### src/rtl/legv8_pkg.sv
// Shared LEGv8 encoder definitions: op enum, opcodes, field layout,
// error codes and immediate range helpers.
package legv8_pkg;

    typedef enum logic [4:0] {
        OP_ADD  = 5'd0,
        OP_SUB  = 5'd1,
        OP_AND  = 5'd2,
        OP_ORR  = 5'd3,
        OP_EOR  = 5'd4,
        OP_ADDI = 5'd5,
        OP_SUBI = 5'd6,
        OP_ANDI = 5'd7,
        OP_ORRI = 5'd8,
        OP_EORI = 5'd9,
        OP_MOVZ = 5'd10,
        OP_LDUR = 5'd11,
        OP_STUR = 5'd12,
        OP_CBZ  = 5'd13,
        OP_CBNZ = 5'd14,
        OP_B    = 5'd15,
        OP_BL   = 5'd16
    } op_e;

    typedef enum logic [1:0] {
        ERR_NONE    = 2'd0,
        ERR_ILLEGAL = 2'd1,
        ERR_RANGE   = 2'd2
    } err_e;

    localparam logic [10:0] OPC_ADD  = 11'b10001011000;
    localparam logic [10:0] OPC_SUB  = 11'b11001011000;
    localparam logic [10:0] OPC_AND  = 11'b10001010000;
    localparam logic [10:0] OPC_ORR  = 11'b10101010000;
    localparam logic [10:0] OPC_EOR  = 11'b11001010000;
    localparam logic [9:0]  OPC_ADDI = 10'b1001000100;
    localparam logic [9:0]  OPC_SUBI = 10'b1101000100;
    localparam logic [9:0]  OPC_ANDI = 10'b1001001000;
    localparam logic [9:0]  OPC_ORRI = 10'b1011001000;
    localparam logic [9:0]  OPC_EORI = 10'b1101001000;
    localparam logic [8:0]  OPC_MOVZ = 9'b110100101;
    localparam logic [10:0] OPC_LDUR = 11'b11111000010;
    localparam logic [10:0] OPC_STUR = 11'b11111000000;
    localparam logic [7:0]  OPC_CBZ  = 8'b10110100;
    localparam logic [7:0]  OPC_CBNZ = 8'b10110101;
    localparam logic [5:0]  OPC_B    = 6'b000101;
    localparam logic [5:0]  OPC_BL   = 6'b100101;

    // Field widths and LSB positions inside the 32-bit word
    localparam int REG_W     = 5;
    localparam int SHAMT_W   = 6;
    localparam int IMM12_W   = 12;
    localparam int IMM16_W   = 16;
    localparam int ADDR9_W   = 9;
    localparam int IMM19_W   = 19;
    localparam int IMM26_W   = 26;
    localparam int RD_LSB    = 0;
    localparam int RN_LSB    = 5;
    localparam int RM_LSB    = 16;
    localparam int IMM12_LSB = 10;
    localparam int IMM16_LSB = 5;
    localparam int ADDR9_LSB = 12;
    localparam int IMM19_LSB = 5;

    // Unsigned immediate fits in w bits
    function automatic logic fits_u(input logic [31:0] v, input int w);
        return v < (32'd1 << w);
    endfunction

    // Two's-complement immediate fits in w bits
    function automatic logic fits_s(input logic [31:0] v, input int w);
        logic signed [31:0] sv;
        logic signed [31:0] lim;
        sv  = $signed(v);
        lim = 32'sd1 <<< (w - 1);
        return (sv >= -lim) && (sv < lim);
    endfunction

endpackage

### src/rtl/legv8_instr_pack.sv
// Combinational LEGv8 field packer with illegal-op and range flags.
// Range flag is only raised when ENCODER_RANGE_CHECK_EN is defined.
module legv8_instr_pack
    import legv8_pkg::*;
(
    input  logic [4:0]  op,
    input  logic [4:0]  rd,
    input  logic [4:0]  rn,
    input  logic [4:0]  rm,
    input  logic [31:0] imm,
    output logic [31:0] word,
    output logic        illegal,
    output logic        out_of_range
);

    logic in_range;

    // Select format by op and pack fields; truncate immediates to field width
    always_comb begin
        word     = '0;
        illegal  = 1'b0;
        in_range = 1'b1;
        case (op)
            OP_ADD:  word = {OPC_ADD, rm, 6'd0, rn, rd};
            OP_SUB:  word = {OPC_SUB, rm, 6'd0, rn, rd};
            OP_AND:  word = {OPC_AND, rm, 6'd0, rn, rd};
            OP_ORR:  word = {OPC_ORR, rm, 6'd0, rn, rd};
            OP_EOR:  word = {OPC_EOR, rm, 6'd0, rn, rd};
            OP_ADDI: begin
                word     = {OPC_ADDI, imm[IMM12_W-1:0], rn, rd};
                in_range = fits_u(imm, IMM12_W);
            end
            OP_SUBI: begin
                word     = {OPC_SUBI, imm[IMM12_W-1:0], rn, rd};
                in_range = fits_u(imm, IMM12_W);
            end
            OP_ANDI: begin
                word     = {OPC_ANDI, imm[IMM12_W-1:0], rn, rd};
                in_range = fits_u(imm, IMM12_W);
            end
            OP_ORRI: begin
                word     = {OPC_ORRI, imm[IMM12_W-1:0], rn, rd};
                in_range = fits_u(imm, IMM12_W);
            end
            OP_EORI: begin
                word     = {OPC_EORI, imm[IMM12_W-1:0], rn, rd};
                in_range = fits_u(imm, IMM12_W);
            end
            OP_MOVZ: begin
                word     = {OPC_MOVZ, 2'b00, imm[IMM16_W-1:0], rd};
                in_range = fits_u(imm, IMM16_W);
            end
            OP_LDUR: begin
                word     = {OPC_LDUR, imm[ADDR9_W-1:0], 2'b00, rn, rd};
                in_range = fits_s(imm, ADDR9_W);
            end
            OP_STUR: begin
                word     = {OPC_STUR, imm[ADDR9_W-1:0], 2'b00, rn, rd};
                in_range = fits_s(imm, ADDR9_W);
            end
            OP_CBZ: begin
                word     = {OPC_CBZ, imm[IMM19_W-1:0], rd};
                in_range = fits_s(imm, IMM19_W);
            end
            OP_CBNZ: begin
                word     = {OPC_CBNZ, imm[IMM19_W-1:0], rd};
                in_range = fits_s(imm, IMM19_W);
            end
            OP_B: begin
                word     = {OPC_B, imm[IMM26_W-1:0]};
                in_range = fits_s(imm, IMM26_W);
            end
            OP_BL: begin
                word     = {OPC_BL, imm[IMM26_W-1:0]};
                in_range = fits_s(imm, IMM26_W);
            end
            default: illegal = 1'b1;
        endcase
    end

`ifdef ENCODER_RANGE_CHECK_EN
    assign out_of_range = !illegal && !in_range;
`else
    logic unused_range;
    assign unused_range = in_range;
    assign out_of_range = 1'b0;
`endif

endmodule

### src/rtl/legv8_instr_encoder.sv
// LEGv8 instruction encoder: field handshake in, FIFO of {addr, word} out.
// Optional immediate range checking via ENCODER_RANGE_CHECK_EN.
module legv8_instr_encoder
    import legv8_pkg::*;
#(
    parameter int DEPTH  = 2,
    parameter int ADDR_W = 32
) (
    input  logic              clk,
    input  logic              reset,
    input  logic              start,
    input  logic [ADDR_W-1:0] base_addr,
    input  logic              in_valid,
    output logic              in_ready,
    input  logic [4:0]        in_op,
    input  logic [4:0]        in_rd,
    input  logic [4:0]        in_rn,
    input  logic [4:0]        in_rm,
    input  logic [31:0]       in_imm,
    output logic              out_valid,
    input  logic              out_ready,
    output logic [ADDR_W-1:0] out_addr,
    output logic [31:0]       out_instr,
    output logic [15:0]       instr_count,
    output logic              err,
    output logic [1:0]        err_code
);

    localparam int PW = (DEPTH > 1) ? $clog2(DEPTH) : 1;
    localparam int CW = $clog2(DEPTH) + 1;
    localparam logic [CW-1:0] FULL = CW'(DEPTH);

    localparam logic [0:0] IDLE = 1'b0;
    localparam logic [0:0] RUN  = 1'b1;

    logic [0:0]        state;
    logic [ADDR_W-1:0] addr_ctr;
    logic [PW-1:0]     wr_ptr;
    logic [PW-1:0]     rd_ptr;
    logic [CW-1:0]     count;
    logic [ADDR_W-1:0] mem_addr [DEPTH];
    logic [31:0]       mem_word [DEPTH];

    logic [31:0] word;
    logic        illegal;
    logic        oor;
    logic        accept;
    logic        push;
    logic        pop;

    legv8_instr_pack u_pack (
        .op           (in_op),
        .rd           (in_rd),
        .rn           (in_rn),
        .rm           (in_rm),
        .imm          (in_imm),
        .word         (word),
        .illegal      (illegal),
        .out_of_range (oor)
    );

    assign in_ready  = (state == RUN) && (count < FULL) && !start;
    assign accept    = in_valid && in_ready;
    assign push      = accept && !illegal && !oor;
    assign out_valid = (count != '0);
    assign pop       = out_valid && out_ready;
    assign out_addr  = out_valid ? mem_addr[rd_ptr] : '0;
    assign out_instr = out_valid ? mem_word[rd_ptr] : '0;

    // FSM, FIFO pointers, address/instruction counters and error latch
    always_ff @(posedge clk) begin
        if (reset) begin
            state       <= IDLE;
            wr_ptr      <= '0;
            rd_ptr      <= '0;
            count       <= '0;
            addr_ctr    <= '0;
            instr_count <= '0;
            err         <= 1'b0;
            err_code    <= ERR_NONE;
        end else if (start) begin
            state       <= RUN;
            wr_ptr      <= '0;
            rd_ptr      <= '0;
            count       <= '0;
            addr_ctr    <= base_addr;
            instr_count <= '0;
            err         <= 1'b0;
            err_code    <= ERR_NONE;
        end else begin
            if (push) begin
                wr_ptr   <= wr_ptr + 1'b1;
                addr_ctr <= addr_ctr + ADDR_W'(4);
            end
            if (pop) begin
                rd_ptr <= rd_ptr + 1'b1;
                if (instr_count != 16'hFFFF)
                    instr_count <= instr_count + 16'd1;
            end
            case ({push, pop})
                2'b10:   count <= count + 1'b1;
                2'b01:   count <= count - 1'b1;
                default: count <= count;
            endcase
            if (accept && illegal) begin
                err      <= 1'b1;
                err_code <= ERR_ILLEGAL;
            end else if (accept && oor) begin
                err      <= 1'b1;
                err_code <= ERR_RANGE;
            end
        end
    end

    // FIFO storage; contents are don't-care while the entry is not counted
    always_ff @(posedge clk) begin
        if (push) begin
            mem_addr[wr_ptr] <= addr_ctr;
            mem_word[wr_ptr] <= word;
        end
    end

endmodule

### config.mk
export PLATFORM = sky130hd
export DESIGN_NAME = legv8_instr_encoder
export DESIGN_NICKNAME = d
export VERILOG_FILES = /design/src/rtl/legv8_pkg.sv /design/src/rtl/legv8_instr_pack.sv /design/src/rtl/legv8_instr_encoder.sv
export SDC_FILE = /design/constraint.sdc
export NUM_CORES = 1
export LEC_CHECK = 0
export ABC_CLOCK_PERIOD_IN_PS = 5850
export CAP_MARGIN = 40
export CORE_ASPECT_RATIO = 0.8
export CORE_MARGIN = 3
export CORE_UTILIZATION = 35
export DETAILED_ROUTE_END_ITERATION = 16
export PLACE_DENSITY = 0.67
export RECOVER_POWER = 50
export SLEW_MARGIN = 25
export SYNTH_ARGS = -nofsm -noshare
export SYNTH_HDL_FRONTEND = slang
export SYNTH_SLANG_ARGS = --single-unit
### constraint.sdc
create_clock -name clk -period 5.85 [get_ports clk]
set_input_delay 1.17 -clock clk [delete_from_list [all_inputs] [get_ports clk]]
set_output_delay 1.17 -clock clk [all_outputs]
set_load 0.02 [all_outputs]
# Yosys cells after proc, flatten, opt, wreduce, memory -nomap -nowiden
# Memory sizes are Yosys's and may differ from the RTL's. A register that Yosys moved wholly into a read port is not among the register bits.
# Index checks and enable logic that the tools add are counted.
# word_totals
elab_cells,62
ramBits,128
regBits,54
mem_count,2
input_bits,89
output_inout_bits,85
# classes
add_sub_neg,6
reduce_logical,14
order_cmp,1
eq_ne,19
mux,13
# mem_list
memory,words,word_bits,rd,rd_ports_with_merged_regs,write_ports,line_no,text
mem_addr,2,32,1,1,1,legv8_instr_encoder.sv:41,logic [ADDR_W-1:0] mem_addr [DEPTH];
mem_word,2,32,1,1,1,legv8_instr_encoder.sv:42,logic [31:0] mem_word [DEPTH];
# op_table
cell,n
32-bit one-hot mux with 17 select lines,1
32-bit two-way mux,4
5-bit by 4-bit equality test with 1-bit output (second input constant),8
32-bit by 3-bit adder with 32-bit output (second input constant),1
5-bit by 3-bit equality test with 1-bit output (second input constant),4
17-bit OR reduction,1
16-bit by 1-bit adder with 16-bit output (second input constant),1
16-bit inequality test (second input constant),1
5-bit by 2-bit equality test with 1-bit output (second input constant),2
1-bit two-way mux,7
1-bit logical AND,6
2-bit nonzero test,3
5-bit by 1-bit equality test with 1-bit output (second input constant),1
5-bit equality test (second input constant),1
5-bit zero test,1
2-bit one-hot mux with 2 select lines,1
1-bit adder (second input constant),2
2-bit by 1-bit adder with 2-bit output (second input constant),1
2-bit by 1-bit equality test with 1-bit output (second input constant),1
2-bit equality test (second input constant),1
2-bit < comparator (second input constant),1
2-bit AND reduction,1
2-bit OR reduction,1
2-bit by 1-bit subtractor with 2-bit output (second input constant),1
1-bit zero test,1

# Depth between registers and ports, before layout
# Gate-level depths: netlist (run 1).
# depth
word_depth,7
depth_mapped,9
mapped_depth_nobuf,7

# Cells and area by module
# From an unflattened synthesis (run 1), not the netlist that was laid out.
# unflattened
cells_unflattened,756
area_unflattened_um2,8627.0
# modules_own_cells
mod,area_per_inst_um2,cells_per_inst,seq_area_each_um2,n_inst
legv8_instr_encoder,7737.4,626,4984.8,1
legv8_instr_pack,889.6,130,0.0,1

# Least setup slack after synthesis (run 1)
# No wires, ideal clock.
# synth_timing
path_type,in2reg
startpoint,input port in_op[2]
endpoint,"memory mem_addr[1][0], enable pin"
cell_stages,5
path_buffers,2
setup_ns,0.429
t_arrival_ns,3.865
slack_ns,1.556
required_ns,5.421
path_cell_list,clkbuf_1 o41a_1 buf_6 nor2_1 and3_1
# synth_via
elab_chain_len,5
word_cells_on_any_way,21
classes_between,eq/ne (16); mux (2); reduce/logical (3)
# synth_rtl
element,line_no,text
start: declaration,legv8_instr_encoder.sv:15,"input logic [4:0] in_op,"
5-bit by 1-bit equality test with 1-bit output (tied with other cells),legv8_instr_pack.sv:23,case (op)
17-bit OR reduction (no line) *,-,
1-bit logical AND *,legv8_instr_encoder.sv:64,assign push = accept && !illegal && !oor;
1-bit two-way mux *,legv8_instr_encoder.sv:117,if (push) begin
1-bit two-way mux (not written as such) *,legv8_instr_encoder.sv:118,mem_addr[wr_ptr] <= addr_ctr;
end: declaration,legv8_instr_encoder.sv:41,
# Every way passes the cells marked *; elsewhere a longest branch is shown, timed or not.

# Worst setup path after layout (run 1)
# layout_timing
startpoint,input port start
endpoint,register addr_ctr[24]
# layout_via
elab_chain_len,5
word_cells_on_any_way,6
classes_between,mux (1); reduce/logical (5)
# layout_rtl
element,line_no,text
start: declaration,legv8_instr_encoder.sv:11,"input logic start,"
1-bit zero test,legv8_instr_encoder.sv:62,assign in_ready = (state == RUN) && (count < FULL) && !start;
1-bit logical AND,legv8_instr_encoder.sv:62,
1-bit logical AND,legv8_instr_encoder.sv:63,assign accept = in_valid && in_ready;
1-bit logical AND,legv8_instr_encoder.sv:64,
2-bit nonzero test (no line),-,
end signal: assignment,legv8_instr_encoder.sv:86,addr_ctr <= base_addr;
end signal: assignment,legv8_instr_encoder.sv:93,addr_ctr <= addr_ctr + ADDR_W'(4);
end: declaration,legv8_instr_encoder.sv:37,logic [ADDR_W-1:0] addr_ctr;
# Several ways; a longest one is shown, not always the timed one.
# A chain may end at the register's enable or synchronous reset.

==> results of run 1 <==
placed cells by master, fill, tap and decap left out, types with 4 or more instances in the layout:
master | Yosys | final
a21o_1 | 8 | 8
edfxtp_1 | 128 | 128
nor4_1 | 7 | 7
and3_1 | 11 | 10
inv_1 | 17 | 16
a32oi_1 | 5 | 5
or4_1 | 11 | 11
clkbuf_16 | 0 | 17
a21oi_1 | 19 | 19
nor3_1 | 10 | 10
buf_4 | 2 | 5
a31oi_1 | 4 | 4
and4_1 | 11 | 11
clkdlybuf4s50_1 | 0 | 128
dlygate4sd3_1 | 0 | 38
or3_1 | 12 | 12
a22o_1 | 27 | 27
a211oi_1 | 12 | 12
nand3_1 | 20 | 20
a221o_1 | 6 | 6
dfxtp_1 | 55 | 55
nor2_1 | 110 | 109
or2_2 | 6 | 5
clkinv_1 | 1 | 4
a211o_1 | 7 | 7
o21a_1 | 6 | 6
nand4_1 | 19 | 19
clkbuf_1 | 38 | 5
nand2_1 | 40 | 40
o31ai_1 | 10 | 10
a311oi_1 | 8 | 8
o21ai_0 | 28 | 28
mux2i_1 | 70 | 70
xnor2_1 | 7 | 7
path summary, 6_finish.rpt:
check / startpoint / end / slack, ns
setup / recovery: start / addr_ctr[24]$_SDFFE_PP0P_ / 1.63
hold / removal: addr_ctr[0]$_SDFFE_PP0P_ / mem_addr[0][0]$_DFFE_PP_ / 0.46
setup reg to reg: count[1]$_SDFFE_PP0P_ / mem_addr[0][21]$_DFFE_PP_ / 3.36
hold reg to reg: addr_ctr[0]$_SDFFE_PP0P_ / mem_addr[0][0]$_DFFE_PP_ / 0.46
state kept, by name, indices dropped and copies added (netlist names), named ones only:
signal / flops
count: 2
instr_count: 16
mem_addr: 64
state: 1
err: 1
wr_ptr: 1
rd_ptr: 1
mem_word: 64
addr_ctr: 32
per-stage QoR:
stage	instances	cell area, um2	total power, W
4_1_cts	1263	11300	0.00284
2_1_floorplan	792	8790	0.00158
6_report	1266	11400	0.00283
3_3_place_gp	1229	10700	0.00169
5_1_grt	1266	11400	0.00292
3_5_place_dp	1231	10700	0.00170
metal layers:
metal / wire length [um] / global-route usage [%] / share of wire [%]
met5: 0 / 0 / 0
met1: 11000 / 24.8 / 47
met4: 278 / 3.81 / 1.2
met3: 1870 / 4.08 / 8.0
met2: 10200 / 25.2 / 44
power by group through the flow:
stage | Clock (W) | Combinational [W] | Sequential, W
4_1_cts | 0.00117 | 0.000227 | 0.00145
3_5_place_dp | 0 | 0.000225 | 0.00147
6_report | 0.00115 | 0.000227 | 0.00145
3_3_place_gp | 0 | 0.000221 | 0.00147
2_1_floorplan | 0 | 0.000120 | 0.00146
5_1_grt | 0.00122 | 0.000245 | 0.00145
cell type report:
cell class,count,area (um2),share of cell area [%]
Sequential cell,183,4940,43.5
Inverter,18,67.6,0.594
Tap cell,318,398,3.50
Multi-Input combinational cell,535,3540,31.2
Clock inverter,15,173,1.52
Clock buffer,17,425,3.74
Timing Repair Buffer,180,1810,16.0
cells by family (layout without fill, tap and decap cells):
family | count (synthesis) | count (layout)
flops | 183 | 183
simple gates | 279 | 279
buf+inv | 74 | 230
xor+xnor | 9 | 9
other cells | 1 | 1
compound gates | 171 | 171
mux | 71 | 71
fa+ha+maj | 4 | 4
==> qor.txt, run 1 <==
element type at the critical path start: input pin
share of synthesized registers carrying an async set or reset: 0%
top_reg_cell synth: edfxtp_1
initial antenna violation count: 0
share of cells above drive strength 1: 5.38%
maximum clock frequency: 237 MHz
Internal Dissipation: 0.00216 W
number of max-slew violations in the final report: 38
area of the mapped netlist: 8790 um2
synthesized net count: 884
switching component of the power: 0.000662 W
simple-gate share of the synthesized area: 16.1%
slowest cell on the critical path: clkbuf_1
type of the worst setup path: in2reg
final setup margin: 1.63 ns
critical-path maximum fanout: 46
arrival time at the worst endpoint: 4.54 ns
most common cell in the netlist: edfxtp_1
headroom to the max-slew limit: -19.4%
main area contributors after synthesis: edfxtp_1, dfxtp_1, mux2i_1
crit-path leading delay family: buffers and inverters
endpoint class of the critical path: register
number of antenna cells inserted: 0
net switching share of the total power: 23.4%
synthesized instance count: 792
outcome: finished, violations left
final critical-path required period: 4.22 ns
floorplan die area: 27,100 um2
synthesized-area fraction occupied by adder cells: 0.541%
path category of the worst min-delay check: reg2reg
top cell type's share of synthesized area: 43.7%
maximum ir drop on the vdd rail: 0.203 mV
total leakage power: 3.84 nW
violations in the final reports: max-capacitance violations, max-slew violations
die extent in y: 148 um
standard-cell row count: 51
crit-path cells: dlygate4sd3_1, clkbuf_1, inv_1, buf_4, and3_1, a32o_1, a211o_1
most frequent cells after synthesis: edfxtp_1, nor2_1, mux2i_1, dfxtp_1, nand2_1
post-layout util: 46.4%
xor and xnor area share after synthesis: 0.897%
cells resized by post-CTS repair: 0
number of clock sinks: 183
placeable core area: 24,500 um2
setup violation total in the final timing report: 0
RD Place Congestion: 0.835
mux cell area share after synthesis: 8.10%
number of buffers added on ports: 166
number of enable flip-flop cells after synthesis: 128
worst clock skew on the final layout: 0.00852 ns
Clock Latency Late Sink: 0.43 ns
wire length per cell after detailed routing: 18.5 um
first-pass GRT wire length: 35.6 mm
layout filler cell count: 2,260
All-Layer GR Usage: 16.8%
pwr dens: 249 nW/um2
final hold violations: 0
number of DRC violations after detailed routing: 0
routed via count divided by cell count: 5.47
DIE WIDTH: 183 um
CTS root buffer: clkbuf_16
yosys warns: 0
Max Cap Violations: 1
actual slew at the worst max-slew pin: 1.79 ns
number of global-route vias before repair: 6,356
effective utilization at floorplan: 35.9%
depth of the CTS H-tree: 4
Iteration-0 DRC Markers: 591
detailed-router iteration count before antenna repair: 5
setup fix buffers added after clock tree synthesis: 0
logic depth of the worst setup path including buffers: 7
CTS tree: done
I/O pins: 174
hpwl dp: 16.3 mm
sequential group share of total power: 51.2%
number of buffers inserted by hold repair at cts: 0
sum of overflow across all layers after global routing: 0
peak per-stage delay on the critical path: 1.31 ns
number of buffers inserted during clock tree synthesis: 17
main combinational cell family by area after synthesis: simple AND/OR/NAND/NOR gates
sequential area share after synthesis: 56.3%
cells on worst reg2reg path: 5
final period utilization: 72.2%
post-detailed-route count of antenna-violating nets: 0
largest net degree at the start of global routing: 47
worst setup timing slack at the placement stage: 1.46 ns
Final nets: 1,027
synthesized-area fraction occupied by ao, oa, aoi and oai cells: 14.6%
Layout Area Growth over Synthesis: 29.3%
power share of the combinational group: 8.0%
synthesis-stage register bit count: 183
Clock transition at path regs: 0.07 ns
buffers from clock root to sink, at most: 2
post-synthesis average cell area: 11.1 um2
vias post-DR: 6,926
Netlist cell types: 67
worst hold slack across all endpoints: 0.462 ns
worst endpoint required time: 6.16 ns
clock share of power: 40.8%
aggregate routed wire length: 23.4 mm
post-synthesis cell type with the largest combined area: edfxtp_1
RSZ-0062 raised after global routing: no
Hold Crit Depth: 0
Post-Route Setup TNS: 0 ns
Crit path buffers/inverters: 4
Note: power is estimated with default switching activity, not from simulation.
==> run 2: changes to the inputs <==
- ABC_CLOCK_PERIOD_IN_PS: 5850 -> 4100
- clock period: 5.85 -> 4.1 ns (I/O delays scaled with it)
==> run 2 against run 1 <==
Via count about the same. The flow still finishes with violations (max-capacitance violations, max-slew violations). Register-to-register slack worse by 1.6 ns. Critical path type is now reg2out. Sequential cell count stayed put.
==> qor.txt, run 2 (synthesized netlist as in run 1, its figures left out) <==
outcome: finished, violations left
violations in the final reports: max-capacitance violations, max-slew violations
detailed-router iteration count before antenna repair: 6
critical-path maximum fanout: 28
met1 Usage GRT: 24.9%
design area: 11,400 um2
routed via count divided by cell count: 5.42
buffers from clock root to sink, at most: 2
final critical-path required period: 3.29 ns
type of the worst setup path: reg2out
headroom to the max-slew limit: -1.73%
final period utilization: 80.2%
maximum clock frequency: 304 MHz
floorplan die area: 27,100 um2
number of global-route vias before repair: 6,273
Iteration-0 DRC Markers: 636
I/O pins: 174
Max Cap Violations: 1
post-detailed-route count of antenna-violating nets: 0
highest-count cells in the layout ignoring fill and taps: clkdlybuf4s50_1, edfxtp_1, nor2_1
depth of the CTS H-tree: 4
Clock Latency Late Sink: 0.43 ns
cells resized by post-CTS repair: 0
setup violation total in the final timing report: 0
Layout Area Growth over Synthesis: 29.9%
All-Layer GR Usage: 16.6%
Regs by FF count: mem_addr (64), mem_word (64), addr_ctr (32)
CTS tree: done
Final nets: 1,038
number of max-slew violations in the final report: 30
number of buffers added on ports: 166
worst setup timing slack at the placement stage: 0.783 ns
setup fix buffers added after clock tree synthesis: 0
wire length per cell after detailed routing: 18.1 um
Register Area: 4950 um2
die extent in y: 148 um
layout filler cell count: 2,270
number of DRC violations after detailed routing: 0
worst clock skew on the final layout: 0.0105 ns
vias post-DR: 6,923
final hold violations: 0
sum of overflow across all layers after global routing: 0
area of combinational cells with multiple inputs: 3540 um2
number of buffers inserted by hold repair at cts: 0
worst endpoint required time: 3.28 ns
CTS root buffer: clkbuf_16
arrival time at the worst endpoint: 2.47 ns
number of clock sinks: 183
first-pass GRT wire length: 35.3 mm
met2 GRT Util: 24.7%
endpoint class of the critical path: output pin
Clock transition at path regs: 0.07 ns
layer carrying the most global-route usage: met1
standard-cell row count: 51
Post-Route Setup TNS: 0 ns
RD Place Congestion: 0.832
aggregate routed wire length: 23.2 mm
met3 demand-to-capacity share in global routing: 3.84%
effective utilization at floorplan: 35.9%
actual slew at the worst max-slew pin: 1.53 ns
number of buffers inserted during clock tree synthesis: 17
most common cell after layout, fill and taps aside: clkdlybuf4s50_1
final setup margin: 0.813 ns
DIE WIDTH: 183 um
RSZ-0062 raised after global routing: no
worst hold slack across all endpoints: 0.461 ns
area post-placement: 10,800 um2
path category of the worst min-delay check: reg2reg
element type at the critical path start: register
total leakage power: 3.83 nW
pwr dens: 356 nW/um2
placeable core area: 24,500 um2
hpwl dp: 16.3 mm
share of cells above drive strength 1: 6.67%
maximum ir drop on the vdd rail: 0.279 mV
largest net degree at the start of global routing: 65
initial antenna violation count: 1
[run 2: cell count changes in the layout (fill, tap and decap cells not counted), moves of 2 or more]
cell and change:
clkdlybuf4s50_1 +17, dlygate4sd3_1 -17, buf_4 +9, clkbuf_1 +3, clkinv_1 -3, inv_8 +3, buf_16 -2, clkinv_2 +2
[run 2: path summary, 6_finish.rpt]
path / start / to / slack [ns] / depth (start not counted)
max: count[1]$_SDFFE_PP0P_ / out_addr[16] / 0.81 / 4
min reg2reg: addr_ctr[1]$_SDFFE_PP0P_ / mem_addr[1][1]$_DFFE_PP_ / 0.46 / 0
max reg2reg: count[1]$_SDFFE_PP0P_ / mem_addr[1][30]$_DFFE_PP_ / 1.73 / 4
min: addr_ctr[1]$_SDFFE_PP0P_ / mem_addr[1][1]$_DFFE_PP_ / 0.46 / 0
[run 2: cell type report]
cell class,count,share of cell area [%]
clock buffers,17,3.73
repair buffers,191,16.2
inverters,18,0.592
well taps,318,3.49
clock inverters,15,1.60
flip-flops and latches,183,43.4
multi-input cells,535,31.1
diodes,1,0.0219
[run 2: stage by stage]
step | power (W) | util [%] | instances
after floorplan | 0.00226 | - | 792
after global placement | 0.00243 | 44.3 | 1245
after detailed placement | 0.00243 | 44.3 | 1245
after CTS | 0.00410 | 46.7 | 1277
after global routing | 0.00420 | 46.6 | 1278
final | 0.00406 | 46.6 | 1278
[run 2: worst max-delay path, stage by stage (launching register included)]
cell and delay [ns]:
dfxtp_1 0.38, nor2_4 0.56, buf_4 0.40, nor2_1 0.12
clkdlybuf4s50_1 0.56
[run 2: power by group]
group / switching, W / internal (W) / leakage [nW]
logic: 0.000167 / 0.000162 / 1.91
registers: 0.0000443 / 0.00202 / 1.61
clock network: 0.000747 / 0.000924 / 0.298
total: 0.000958 / 0.00310 / 3.83
[run 2: metal layers]
| layer | wire (um) | share of wire [%] | vias up |
|---|---|---|---|
| met5 | 0 | 0 | - |
| met4 | 213 | 0.92 | 0 |
| met3 | 1420 | 6.1 | 16 |
| met2 | 10200 | 44 | 256 |
| met1 | 11300 | 49 | 3290 |
| li1 | - | - | 3361 |
